[config.mk]
export PLATFORM = sky130hd
export DESIGN_NAME = pcm_rate_ctrl
export DESIGN_NICKNAME = d
export VERILOG_FILES = /design/src/rtl/pcm_ctrl_pkg.sv /design/src/rtl/pcm_rate_ctrl_strobe.sv /design/src/rtl/pcm_rate_ctrl.sv
export SDC_FILE = /design/constraint.sdc
export NUM_CORES = 1
export LEC_CHECK = 0
export ABC_CLOCK_PERIOD_IN_PS = 2600
export CAP_MARGIN = 20
export CELL_PAD_IN_SITES_DETAIL_PLACEMENT = 0
export CELL_PAD_IN_SITES_GLOBAL_PLACEMENT = 1
export CORE_UTILIZATION = 41
export DETAILED_ROUTE_END_ITERATION = 16
export PLACE_DENSITY = 0.78
export SYNTH_ARGS = -nofsm -noshare
export SYNTH_HDL_FRONTEND = slang
export SYNTH_SLANG_ARGS = --single-unit
export TNS_END_PERCENT = 10
[constraint.sdc]
create_clock -name clk -period 2.6 [get_ports clk]
set_input_delay 0.52 -clock clk [delete_from_list [all_inputs] [get_ports clk]]
set_output_delay 0.52 -clock clk [all_outputs]
set_load 0.01 [all_outputs]
[src/rtl/pcm_ctrl_pkg.sv]
// Shared types and widths for the PCM rate controller.
package pcm_ctrl_pkg;

    localparam int unsigned PCM_W  = 24;
    localparam int unsigned UCNT_W = 16;

    typedef enum logic [1:0] {
        IDLE  = 2'd0,
        PRIME = 2'd1,
        RUN   = 2'd2,
        DRAIN = 2'd3
    } state_e;

endpackage

[src/rtl/pcm_rate_ctrl_strobe.sv]
// rate_strobe_gen: free-running divider producing coincident en_8/en_16/en_32 strobes.
module rate_strobe_gen #(
    parameter int unsigned DIV_LOG2 = 3
) (
    input  logic clk,
    input  logic rst_n,
    input  logic clear,
    input  logic run,
    output logic en_8,
    output logic en_16,
    output logic en_32,
    output logic wrap_c
);

    localparam int unsigned CNT_W = DIV_LOG2 + 2;

    logic [CNT_W-1:0] cnt;
    logic [CNT_W-1:0] cnt_inc;

    assign cnt_inc = cnt + CNT_W'(1);
    // High in the cycle before en_32 rises, i.e. on the edge that asserts it.
    assign wrap_c  = &cnt_inc;

    // Strobes decode the incremented count so each one is high while cnt matches.
    always_ff @(posedge clk or negedge rst_n) begin
        if (!rst_n) begin
            cnt   <= '0;
            en_8  <= 1'b0;
            en_16 <= 1'b0;
            en_32 <= 1'b0;
        end else if (clear) begin
            cnt   <= '0;
            en_8  <= 1'b0;
            en_16 <= 1'b0;
            en_32 <= 1'b0;
        end else if (run) begin
            cnt   <= cnt_inc;
            en_8  <= &cnt_inc[DIV_LOG2-1:0];
            en_16 <= &cnt_inc[DIV_LOG2:0];
            en_32 <= &cnt_inc;
        end else begin
            en_8  <= 1'b0;
            en_16 <= 1'b0;
            en_32 <= 1'b0;
        end
    end

endmodule

[src/rtl/pcm_rate_ctrl.sv]
// PCM sample rate controller: one-entry hold, en_32-paced output, drain of zeros after stop.
// Optional underrun_cnt output enabled by defining PCM_RATE_CTRL_UNDERRUN_CNT_EN.
module pcm_rate_ctrl
    import pcm_ctrl_pkg::*;
#(
    parameter int unsigned DIV_LOG2      = 3,
    parameter int unsigned DRAIN_PERIODS = 4
) (
    input  logic             clk,
    input  logic             rst_n,
    input  logic             start,
    input  logic             pcm_valid,
    input  logic [PCM_W-1:0] pcm_data,
    output logic             pcm_ready,
    output logic [PCM_W-1:0] pcm_out,
    output logic             en_32,
    output logic             en_16,
    output logic             en_8,
    output logic             busy,
    output logic             underrun
`ifdef PCM_RATE_CTRL_UNDERRUN_CNT_EN
   ,output logic [UCNT_W-1:0] underrun_cnt
`endif
);

    localparam int unsigned DCNT_W = $clog2(DRAIN_PERIODS + 1);

    state_e             state;
    state_e             state_nxt;
    logic [PCM_W-1:0]   hold;
    logic               full;
    logic [DCNT_W-1:0]  drain_cnt;
    logic               wrap_c;
    logic               xfer_c;
    logic               accept_c;
    logic               prime_c;
    logic               drain_entry_c;
    logic               drain_done_c;

    rate_strobe_gen #(.DIV_LOG2(DIV_LOG2)) u_strobe (
        .clk    (clk),
        .rst_n  (rst_n),
        .clear  (state_nxt == IDLE),
        .run    (state != IDLE),
        .en_8   (en_8),
        .en_16  (en_16),
        .en_32  (en_32),
        .wrap_c (wrap_c)
    );

    assign xfer_c        = (state == RUN) && wrap_c;
    assign pcm_ready     = ((state == PRIME) || (state == RUN)) && (!full || xfer_c);
    assign accept_c      = pcm_valid && pcm_ready;
    assign prime_c       = (state == IDLE) && start;
    assign drain_entry_c = (state == RUN) && !start;
    assign drain_done_c  = (state == DRAIN) && en_32 &&
                           (drain_cnt == DCNT_W'(DRAIN_PERIODS - 1));

    // Next-state decode; start is ignored while draining.
    always_comb begin
        state_nxt = state;
        case (state)
            IDLE:    if (start) state_nxt = PRIME;
            PRIME:   if (!start) state_nxt = IDLE;
                     else if (accept_c) state_nxt = RUN;
            RUN:     if (!start) state_nxt = DRAIN;
            DRAIN:   if (drain_done_c) state_nxt = IDLE;
            default: state_nxt = IDLE;
        endcase
    end

    always_ff @(posedge clk or negedge rst_n) begin
        if (!rst_n) begin
            state     <= IDLE;
            busy      <= 1'b0;
            hold      <= '0;
            full      <= 1'b0;
            pcm_out   <= '0;
            underrun  <= 1'b0;
            drain_cnt <= '0;
        end else begin
            state <= state_nxt;
            busy  <= (state_nxt != IDLE);

            // Hold register: flushed on drain entry or stop, otherwise refilled by accepts.
            if ((state_nxt == IDLE) || drain_entry_c) begin
                hold <= '0;
                full <= 1'b0;
            end else if (xfer_c) begin
                full <= accept_c;
                if (accept_c) hold <= pcm_data;
            end else if (accept_c) begin
                hold <= pcm_data;
                full <= 1'b1;
            end

            if (prime_c) begin
                pcm_out  <= '0;
                underrun <= 1'b0;
            end else if (xfer_c) begin
                pcm_out <= full ? hold : '0;
                if (!full) underrun <= 1'b1;
            end else if ((state == DRAIN) && wrap_c) begin
                pcm_out <= '0;
            end

            if (drain_entry_c) drain_cnt <= '0;
            else if ((state == DRAIN) && en_32) drain_cnt <= drain_cnt + DCNT_W'(1);
        end
    end

`ifdef PCM_RATE_CTRL_UNDERRUN_CNT_EN
    // Saturating count of transfers that found the hold empty.
    always_ff @(posedge clk or negedge rst_n) begin
        if (!rst_n) begin
            underrun_cnt <= '0;
        end else if (prime_c) begin
            underrun_cnt <= '0;
        end else if (xfer_c && !full && (underrun_cnt != '1)) begin
            underrun_cnt <= underrun_cnt + UCNT_W'(1);
        end
    end
`endif

endmodule

==> impl_metrics.env <==
export IMPL_dieArea_mm2=0.00931
export IMPL_drt_iter0_markers=214
export IMPL_cts_root_buf="clkbuf_8"
export IMPL_start_util=0.422
export IMPL_wl_met3_um=268
export IMPL_final_cells=557
export IMPL_yosys_most_used_dff="dfrtp_1"
export IMPL_power_per_cell_area_mw_per_mm2=885
export IMPL_crit_type="flip-flop to output port"
export IMPL_yosysSeqAreaShare=0.437
export IMPL_hp_class="primary input to async pin"
export IMPL_setup_ws_ps=-3.57
export IMPL_failed_checks="setup timing"
export IMPL_hold_violations=0
export IMPL_ys_ff_latch=64
export IMPL_path_buf_inv=3
export IMPL_slew_violations=0
export IMPL_arrival_ps=2080
export IMPL_synthArstFlopShare=1.00
export IMPL_synth_edf_count=0
export IMPL_critPathMostFrequentCell="buf_4"
export IMPL_syn_avg_cell_area_um2=9.74
export IMPL_met1_length_um=4180
export IMPL_yosysWarnings=0
export IMPL_cp_end_kind="output port"
export IMPL_vias=3050
export IMPL_slew_headroom=0.629
export IMPL_worstMarginPinSlew_ps=557
export IMPL_hold_ws_ps=173
export IMPL_seq_area_mm2=0.00161
export IMPL_drv_cap=0
export IMPL_setup_tns_ps=-3.57
export IMPL_die_y_um=96.5
export IMPL_fillers=792
export IMPL_ant_nets=0
export IMPL_overflow=0
export IMPL_antenna_found_initial=0
export IMPL_worstSkewPairLatency_ps=340
export IMPL_die_x_um=96.5
export IMPL_rsz0062_at_grt="true"
export IMPL_syn_num_nets=412
export IMPL_fin_worst_skew_ps=9.43
export IMPL_cts_tree="yes"
export IMPL_routed_wl_um=8930
export IMPL_grt_pass1_wl_um=14500
export IMPL_drive_above_1_share=0.165
export IMPL_place_hpwl_um=5690
export IMPL_grt_pass1_vias=2944
export IMPL_crit_family="simple AND/OR/NAND/NOR gates"
export IMPL_p_leak_nw=1.90
export IMPL_fmax_mhz=384
export IMPL_worst_path_max_delay_cell="or3b_1"
export IMPL_cts_sinks=64
export IMPL_coreArea_mm2=0.00868
export IMPL_wl_per_cell_um=16.0
export IMPL_setup_viol=1
export IMPL_gp_congestion=0.855
export IMPL_crit_required_ps=2080
export IMPL_drtPass1Iterations=5
export IMPL_io_buffers=57
export IMPL_final_common_cell="dfrtp_1"
export IMPL_drcViolationCount=0
export IMPL_grt_max_degree=44
export IMPL_fin_crit_sh=1.00
export IMPL_ctsLongestPathBuffers=2
export IMPL_vdd_drop_max_mv=0.415
export IMPL_multiInputGateArea_mm2=0.00175
export IMPL_num_rows=34
export IMPL_start_kind="flip-flop"
export IMPL_min_period_ps=2600
export IMPL_status="finished, violations left"
export IMPL_post_place_ws_ps=77.7
export IMPL_crit_fanout=3
export IMPL_vias_per_cell=5.48
export IMPL_layout_common_cells="dfrtp_1 (60), clkdlybuf4s50_1 (55), inv_1 (54), o41ai_1 (48), nor2_1 (36)"
export IMPL_grt_usage=0.207
export IMPL_path_cells="buf_4 > nand3_4 > or3b_1 > a31oi_2 > buf_4 > and2_1 > dlygate4sd2_1"
export IMPL_post_place_cells=529
export IMPL_clkSlewWorstSetupHoldPaths_ps=70
export IMPL_routed_top_layer="met4"
export IMPL_nNetsFinal=481
export IMPL_antenna_cells=0
export IMPL_cts_buffers=9
export IMPL_critPathMaxStageDelay_ps=420
export IMPL_synthToLayoutAreaGrowth_pct=29.8
export IMPL_synth_cell_area_mm2=0.00366
export IMPL_ys_types=44
export IMPL_dr_wl_met2_um=4350
export IMPL_num_io_pins=58
export IMPL_syn_inst=376
export IMPL_h_tree_depth=3
[what timing repair did]
item / 4_1_cts / 5_1_grt
buffers inserted: 11 / 3
pin swaps: 1 / 3
resized for setup: 7 / 5
hold buffers: 0 / 0
endpoints found under the setup margin: 1 / 1
[synth_stat cells, types with 5 or more instances]
cell / count / area, µm²
buf_2: 5 / 25.0
nand2_1: 7 / 26.3
xor2_1: 5 / 43.8
o32ai_1: 24 / 210
dfrtp_1: 64 / 1600
ha_1: 8 / 100
nor2_1: 36 / 135
and2_1: 28 / 175
clkbuf_1: 27 / 101
o41ai_1: 48 / 420
mux2i_1: 24 / 240
inv_1: 54 / 203
[cell families (layout without fill, tap and decap cells)]
group | after synthesis | in the layout | share of synthesized area
AOI/OAI and AO/OA | 94 | 94 | 0.226
buffers and inverters | 92 | 165 | 0.103
and+or+nand+nor | 87 | 87 | 0.124
DFF | 64 | 64 | 0.437
muxes | 24 | 24 | 0.0656
adders and majority gates | 8 | 8 | 0.0273
xor gates and xnor gates | 7 | 7 | 0.0167
[layer usage]
metal  GRT usage  up-vias
met4      0.0723        0
met5           0        -
li1            -     1490
met3      0.0290       11
met2       0.343       64
met1       0.276     1485
[report_power, final]
group / leakage, nW / switching (mW) / total [mW] / internal, mW
Clock: 0.0854 / 0.370 / 0.702 / 0.332
Combinational: 0.943 / 1.25 / 2.19 / 0.943
Sequential: 0.876 / 0.110 / 1.31 / 1.20
Total: 1.90 / 1.73 / 4.20 / 2.47
[worst paths after layout]
check	slack, ps	end	start	cells after the start
setup / recovery	-4	pcm_ready	u_strobe.cnt[1]	7
hold / removal	170	hold[21]	rst_n	1
setup reg to reg	70	full	u_strobe.cnt[1]	14
hold reg to reg	500	pcm_out[19]	hold[19]	2
max in group asynchronous	1780	state[0]	rst_n	2
min in group clk	500	pcm_out[19]	hold[19]	2
[registers in the layout, indices dropped and copies added (netlist names), 2 cells and up]
name	cells
hold	24
pcm_out	24
state	2
u_strobe.cnt	5
drain_cnt	3
[cell type report]
cell class | count | share of cell area
Sequential cell | 64 | 0.338
Clock inverter | 5 | 0.00527
Clock buffer | 10 | 0.0269
Timing Repair Buffer | 96 | 0.191
Multi-Input combinational cell | 220 | 0.368
Inverter | 54 | 0.0427
Tap cell | 108 | 0.0284
[per-stage QoR]
step / power [mW] / utilization / cell area (µm²)
floorplan: 2.69 / - / 3660
detailed placement: 3.30 / 0.514 / 4460
global route: 4.50 / 0.547 / 4750
CTS: 4.15 / 0.543 / 4710
finish: 4.20 / 0.547 / 4750
global placement: 3.26 / 0.514 / 4460
Note: power is estimated with default switching activity, not from simulation.
